File: config.mk
export PLATFORM = sky130hd
export DESIGN_NAME = seq_multiplier
export DESIGN_NICKNAME = d
export VERILOG_FILES = /design/src/rtl/seq_mul_pkg.sv /design/src/rtl/seq_mul_ctrl.sv /design/src/rtl/seq_multiplier.sv
export SDC_FILE = /design/constraint.sdc
export NUM_CORES = 1
export LEC_CHECK = 0
export BUFFER_PORTS_ARGS = -buffer_cell sky130_fd_sc_hd__buf_2
export CAP_MARGIN = 20
export CELL_PAD_IN_SITES_DETAIL_PLACEMENT = 1
export CELL_PAD_IN_SITES_GLOBAL_PLACEMENT = 1
export CORE_UTILIZATION = 45
export CTS_CLUSTER_DIAMETER = 80
export DETAILED_ROUTE_END_ITERATION = 12
export PLACE_DENSITY_LB_ADDON = 0.1
export SETUP_SLACK_MARGIN = 0.5
export SLEW_MARGIN = 20
export SYNTH_ARGS = -nofsm -noshare
export SYNTH_HDL_FRONTEND = slang
export SYNTH_SLANG_ARGS = --single-unit
File: constraint.sdc
create_clock -name clk -period 4.7 [get_ports clk]
set_clock_uncertainty 0.2 [all_clocks]
set_input_delay 0 -clock clk [delete_from_list [all_inputs] [get_ports clk]]
set_output_delay 0 -clock clk [all_outputs]
set_load 0.01 [all_outputs]
File: src/rtl/seq_mul_pkg.sv
`default_nettype none
// ============================================================================
//  Module      : seq_mul_pkg
//  Description : Shared constants and FSM state encoding for seq_multiplier.
//  Revision    : 1.0 - initial release
// ============================================================================
package seq_mul_pkg;

    localparam int c_DEFAULT_WIDTH = 32;

    localparam logic [2:0] ST_IDLE  = 3'd0;
    localparam logic [2:0] ST_CHECK = 3'd1;
    localparam logic [2:0] ST_SHIFT = 3'd2;
    localparam logic [2:0] ST_SIGN  = 3'd3;
    localparam logic [2:0] ST_DONE  = 3'd4;

    typedef enum logic [2:0] {
        S_IDLE  = ST_IDLE,
        S_CHECK = ST_CHECK,
        S_SHIFT = ST_SHIFT,
        S_SIGN  = ST_SIGN,
        S_DONE  = ST_DONE
    } mul_state_e;

endpackage
`default_nettype wire

File: src/rtl/seq_mul_ctrl.sv
`default_nettype none
// ============================================================================
//  Module      : seq_mul_ctrl
//  Description : Control FSM for the shift-add multiplier. SIGN state is
//                entered only when built with MUL_SIGNED_EN.
//  Revision    : 1.0 - initial release
// ============================================================================
module seq_mul_ctrl
    import seq_mul_pkg::*;
(
    input  logic clk,
    input  logic reset,
    input  logic start,
    input  logic lsb,
    input  logic last,
    output logic load,
    output logic add_en,
    output logic shift_en,
    output logic sign_en,
    output logic done,
    output logic busy
);

    mul_state_e r_state;
    mul_state_e w_nextState;

    always_ff @(posedge clk) begin
        if (reset) begin
            r_state <= S_IDLE;
        end else begin
            r_state <= w_nextState;
        end
    end

    always_comb begin
        w_nextState = r_state;
        load        = 1'b0;
        add_en      = 1'b0;
        shift_en    = 1'b0;
        sign_en     = 1'b0;
        done        = 1'b0;
        busy        = 1'b1;
        case (r_state)
            S_IDLE: begin
                busy = 1'b0;
                if (start) begin
                    load        = 1'b1;
                    w_nextState = S_CHECK;
                end
            end
            S_CHECK: begin
                add_en      = lsb;
                w_nextState = S_SHIFT;
            end
            S_SHIFT: begin
                shift_en = 1'b1;
                if (last) begin
`ifdef MUL_SIGNED_EN
                    w_nextState = S_SIGN;
`else
                    w_nextState = S_DONE;
`endif
                end else begin
                    w_nextState = S_CHECK;
                end
            end
            S_SIGN: begin
                sign_en     = 1'b1;
                w_nextState = S_DONE;
            end
            S_DONE: begin
                done        = 1'b1;
                w_nextState = S_IDLE;
            end
            default: begin
                w_nextState = S_IDLE;
            end
        endcase
    end

endmodule
`default_nettype wire

File: src/rtl/seq_multiplier.sv
`default_nettype none
// ============================================================================
//  Module      : seq_multiplier
//  Description : Iterative shift-add multiplier with start/done handshake.
//                Optional signed mode via macro MUL_SIGNED_EN.
//  Revision    : 1.0 - initial release
// ============================================================================
module seq_multiplier
    import seq_mul_pkg::*;
#(
    parameter int WIDTH = c_DEFAULT_WIDTH,
    parameter int CNT_W = $clog2(WIDTH)
) (
    input  logic               clk,
    input  logic               reset,
    input  logic               start,
    input  logic [WIDTH-1:0]   a,
    input  logic [WIDTH-1:0]   b,
`ifdef MUL_SIGNED_EN
    input  logic               signed_op,
`endif
    output logic               busy,
    output logic               done,
    output logic [2*WIDTH-1:0] product
);

    localparam logic [CNT_W-1:0] c_LAST = CNT_W'(WIDTH - 1);

    logic [WIDTH-1:0]   r_mcand;
    logic [2*WIDTH-1:0] r_acc;
    logic               r_carry;
    logic [CNT_W-1:0]   r_cnt;
    logic [2*WIDTH-1:0] r_product;

    logic               w_load;
    logic               w_addEn;
    logic               w_shiftEn;
    logic               w_signEn;
    logic               w_last;
    logic [WIDTH-1:0]   w_aLoad;
    logic [WIDTH-1:0]   w_bLoad;
    logic               w_neg;
    logic [WIDTH:0]     w_sum;
    logic [2*WIDTH-1:0] w_accShifted;
    logic [2*WIDTH-1:0] w_accSigned;
    logic               w_capture;
    logic [2*WIDTH-1:0] w_captureVal;

    assign w_last       = (r_cnt == c_LAST);
    assign w_sum        = {1'b0, r_acc[2*WIDTH-1:WIDTH]} + {1'b0, r_mcand};
    assign w_accShifted = {r_carry, r_acc[2*WIDTH-1:1]};
    assign w_accSigned  = w_neg ? (~r_acc + 1'b1) : r_acc;

`ifdef MUL_SIGNED_EN
    logic r_neg;

    // Operands are iterated as magnitudes; the most-negative value still fits unsigned.
    assign w_aLoad = (signed_op && a[WIDTH-1]) ? (~a + 1'b1) : a;
    assign w_bLoad = (signed_op && b[WIDTH-1]) ? (~b + 1'b1) : b;
    assign w_neg   = r_neg;

    always_ff @(posedge clk) begin
        if (reset) begin
            r_neg <= 1'b0;
        end else if (w_load) begin
            r_neg <= signed_op & (a[WIDTH-1] ^ b[WIDTH-1]);
        end
    end

    assign w_capture    = w_signEn;
    assign w_captureVal = w_accSigned;
`else
    assign w_aLoad = a;
    assign w_bLoad = b;
    assign w_neg   = 1'b0;

    // Capture on the final shift so product is already valid while done is high.
    assign w_capture    = w_shiftEn & w_last;
    assign w_captureVal = w_accShifted;
`endif

    seq_mul_ctrl u_ctrl (
        .clk      (clk),
        .reset    (reset),
        .start    (start),
        .lsb      (r_acc[0]),
        .last     (w_last),
        .load     (w_load),
        .add_en   (w_addEn),
        .shift_en (w_shiftEn),
        .sign_en  (w_signEn),
        .done     (done),
        .busy     (busy)
    );

    always_ff @(posedge clk) begin
        if (reset) begin
            r_mcand   <= '0;
            r_acc     <= '0;
            r_carry   <= 1'b0;
            r_cnt     <= '0;
            r_product <= '0;
        end else begin
            if (w_load) begin
                r_mcand <= w_aLoad;
                r_acc   <= {{WIDTH{1'b0}}, w_bLoad};
                r_carry <= 1'b0;
                r_cnt   <= '0;
            end else if (w_addEn) begin
                {r_carry, r_acc[2*WIDTH-1:WIDTH]} <= w_sum;
            end else if (w_shiftEn) begin
                r_acc   <= w_accShifted;
                r_carry <= 1'b0;
                r_cnt   <= r_cnt + 1'b1;
            end else if (w_signEn) begin
                r_acc   <= w_accSigned;
            end
            if (w_capture) begin
                r_product <= w_captureVal;
            end
        end
    end

    assign product = r_product;

endmodule
`default_nettype wire

==> results_dict.tcl <==
set metrics [dict create \
    status "complete, no violations" \
    max_slew_margin_pct 37.7 \
    grt_max_degree 92 \
    holdPathEnd "r_mcand[10]" \
    worstMarginPinSlew_ns 0.935 \
    multiInputGateArea_sq_um 4270 \
    path_delay_family "simple AND/OR/NAND/NOR gates" \
    fin_crit_ns 3.03 \
    async_flop_share_pct 0 \
    grt_pass1_vias 7993 \
    power_density_nw_per_um2 321 \
    postCtsHoldBufs 87 \
    grt_use_met3_pct 3.72 \
    io_buffers 132 \
    yosysTopAreaCellShare_pct 42.8 \
    clkSlewWorstSetupHoldPaths_ns 0.07 \
    placed_cells 1296 \
    yosysMostFrequentCell "nand2_1" \
    cts_made_buffers 17 \
    cts_resized 0 \
    diodes 0 \
    syn-mean-instance-area_sq_um 7.94 \
    num-nets-final 1279 \
    grt_usage_pct 27.7 \
    drt_iter0_drc 392 \
    cts_setup_buffers 0 \
    ys.flop_type "dfxtp_1" \
    regArea_sq_um 3380 \
    drt_pass1_iterations 5 \
    worstHoldStart "a[10]" \
    setup_ws_ns 1.67 \
    r2r-start "u_ctrl.r_state[2]" \
    crit_path_frequent_cell "nor2_1" \
    reg2reg_slack_ns 1.67 \
    path_cells "nor2_1, and2_2, buf_4, nor2_1, buf_4, a221oi_1, nor2_1" \
    clockBufferDepth 2 \
    setup_viol 0 \
    path_class "reg -> reg" \
    worstPathBufferInverterCount 2 \
    place_congestion 0.871 \
    ios 133 \
    fmax_mhz 330 \
    wl_per_cell_um 17.3 \
    synth_area_leaders "dfxtp_1 43%, nand2_1 13%, a21oi_1 12%, ha_1 5.4%, a22oi_1 5.2%" \
    total_power_mw 3.26 \
    synth_commonest_cells "273 x nand2_1, 190 x a21oi_1, 169 x dfxtp_1, 56 x clkbuf_1, 55 x a22oi_1" \
    yosysTopAreaCell "dfxtp_1" \
    synth.distinct_cells 60 \
    cp_slowest_stage_delay_ns 0.66 \
    cp-start-kind "flip-flop" \
    die_area_sq_um 18100 \
    rr_worst_depth 7 \
    peakVddDrop_mv 0.226 \
    overflow 0 \
    finalCritPeriodShare_pct 64.5 \
    n_fill_cell 2116 \
    antenna_left 0 \
    stdcell_count 1415 \
    grt_use_met2_pct 49.5 \
    hold_viol_final 0 \
    cts_root_buffer "clkbuf_16" \
    die_width_um 135 \
    cts.sink_count 169 \
    fp.dieH_um 135 \
    drt-total-wl_um 24500 \
    post-place-ws_ns 1.68 \
    maxCapViolCount 0 \
    grt_pass1_wl_um 39800 \
    synthesis.nets 1098 \
    ys_warn_count 0 \
    holdWs_ns 0.147 \
    met1_usage_pct 34.3 \
    antenna_found_initial 0 \
    cp-end-kind "flip-flop" \
    hold_depth 4 \
    worstPathRequired_ns 4.83 \
    drv_slew 0 \
    clk_latency_ns 0.44 \
    area_growth_pct 28.5 \
    via_count 7832 \
    cts_tree "built" \
    synth_edf_count 0 \
    ys_ff_latch 169 \
    worstPathArrival_ns 3.16 \
    hold_path_class "in -> reg" \
    fp-row-count 48 \
    p_leak_nw 4.23 \
    cpMaxStageDelayCell "and2_2" \
    vias_per_cell 5.53 \
    h-tree-depth 4 \
    setup_tns_ns 0 \
    core_sq_um 17200 \
    busiest_layer "met2" \
    synthCells 996 \
    drive_gt1_share_pct 17.0 \
    start_util_pct 45.9 \
    drc_errors 0 \
    rr_endpoint "r_acc[42]" \
    hpwl_um 15200 \
    rsz0062_at_grt "no" \
    syn_area_sq_um 7910 \
    ys_seq_area_share_pct 42.8 \
    critPathMaxFanout 38 \
]
routing by layer:
layer | routed length [um] | vias to the layer above | share of wire, %
li1 | - | 3837 | -
met1 | 11000 | 3821 | 45
met2 | 12500 | 148 | 51
met3 | 687 | 26 | 2.8
met4 | 356 | 0 | 1.5
met5 | 0 | - | 0
cell usage in the layout (no fill, tap or decap), types with 3 or more instances in the layout:
master         instances
a22oi_1               55
nor3_1                 3
nand3_1               10
buf_4                 13
o211ai_1               6
xor2_1                12
dfxtp_1              169
clkbuf_16             17
o21ai_1                7
and2_1                 4
a21o_1                14
nand4_1                5
and3_1                 9
buf_2                131
o22ai_1                3
inv_1                  5
o21ai_0               19
dlygate4sd3_1         87
nor2_1                29
a211oi_2               3
ha_1                  34
nand2b_1               8
or3_1                  4
xnor2_1               16
inv_8                  4
inv_6                  3
nand2_1              272
a21oi_1              190
nor2b_1                4
worst reg2reg max path: stages, from the launching register on:
cell,delay (ns)
dfxtp_1,0.42
nor2_1,0.20
and2_2,0.66
buf_4,0.53
nor2_1,0.28
buf_4,0.28
a221oi_1,0.27
nor2_1,0.07
state kept, by name (all words and copies together) (netlist names):
name and flops:
product 64, r_acc 64, r_mcand 32, r_cnt 5, u_ctrl.r_state 3, r_carry 1
power by group:
group          switching (mW)  internal (mW)
Sequential             0.0355           1.47
Combinational           0.185          0.146
Clock                   0.648          0.776
how the worst max path moves through the flow:
stage          cells after the start        end              start  slack (ns)
3_3_place_gp                       7  r_acc[42]  u_ctrl.r_state[2]        1.82
3_5_place_dp                       7  r_acc[42]  u_ctrl.r_state[2]        1.68
5_1_grt                            7  r_acc[42]  u_ctrl.r_state[2]        1.44
4_1_cts                            7  r_acc[42]  u_ctrl.r_state[2]        1.66
2_1_floorplan                     10  r_acc[58]          r_acc[32]        2.15
6_report                           7  r_acc[42]  u_ctrl.r_state[2]        1.67
area by class of cell:
class | count | area share (%)
Multi-Input combinational cell | 753 | 42.0
Sequential cell | 169 | 33.3
Timing Repair Buffer | 231 | 16.0
Clock buffer | 19 | 4.46
Tap cell | 225 | 2.77
Clock inverter | 13 | 1.33
Inverter | 5 | 0.185
kinds of logic after synthesis:
group	Yosys count	share of synthesized area [%]
AO/OA/AOI/OAI	324	25.1
adder cells (fa/ha/maj)	35	5.63
buffers and inverters	74	3.72
flip-flops	169	42.8
AND/OR/NAND/NOR	365	19.5
multiplexers	1	0.127
XOR/XNOR	28	3.10
metrics by stage:
stage	util, %	area, sq um
finish	59.0	10200
global route	59.0	10200
floorplan	-	7910
global placement	50.5	8700
CTS	59.0	10200
detailed placement	50.5	8700
Note: power is estimated with default switching activity, not from simulation.
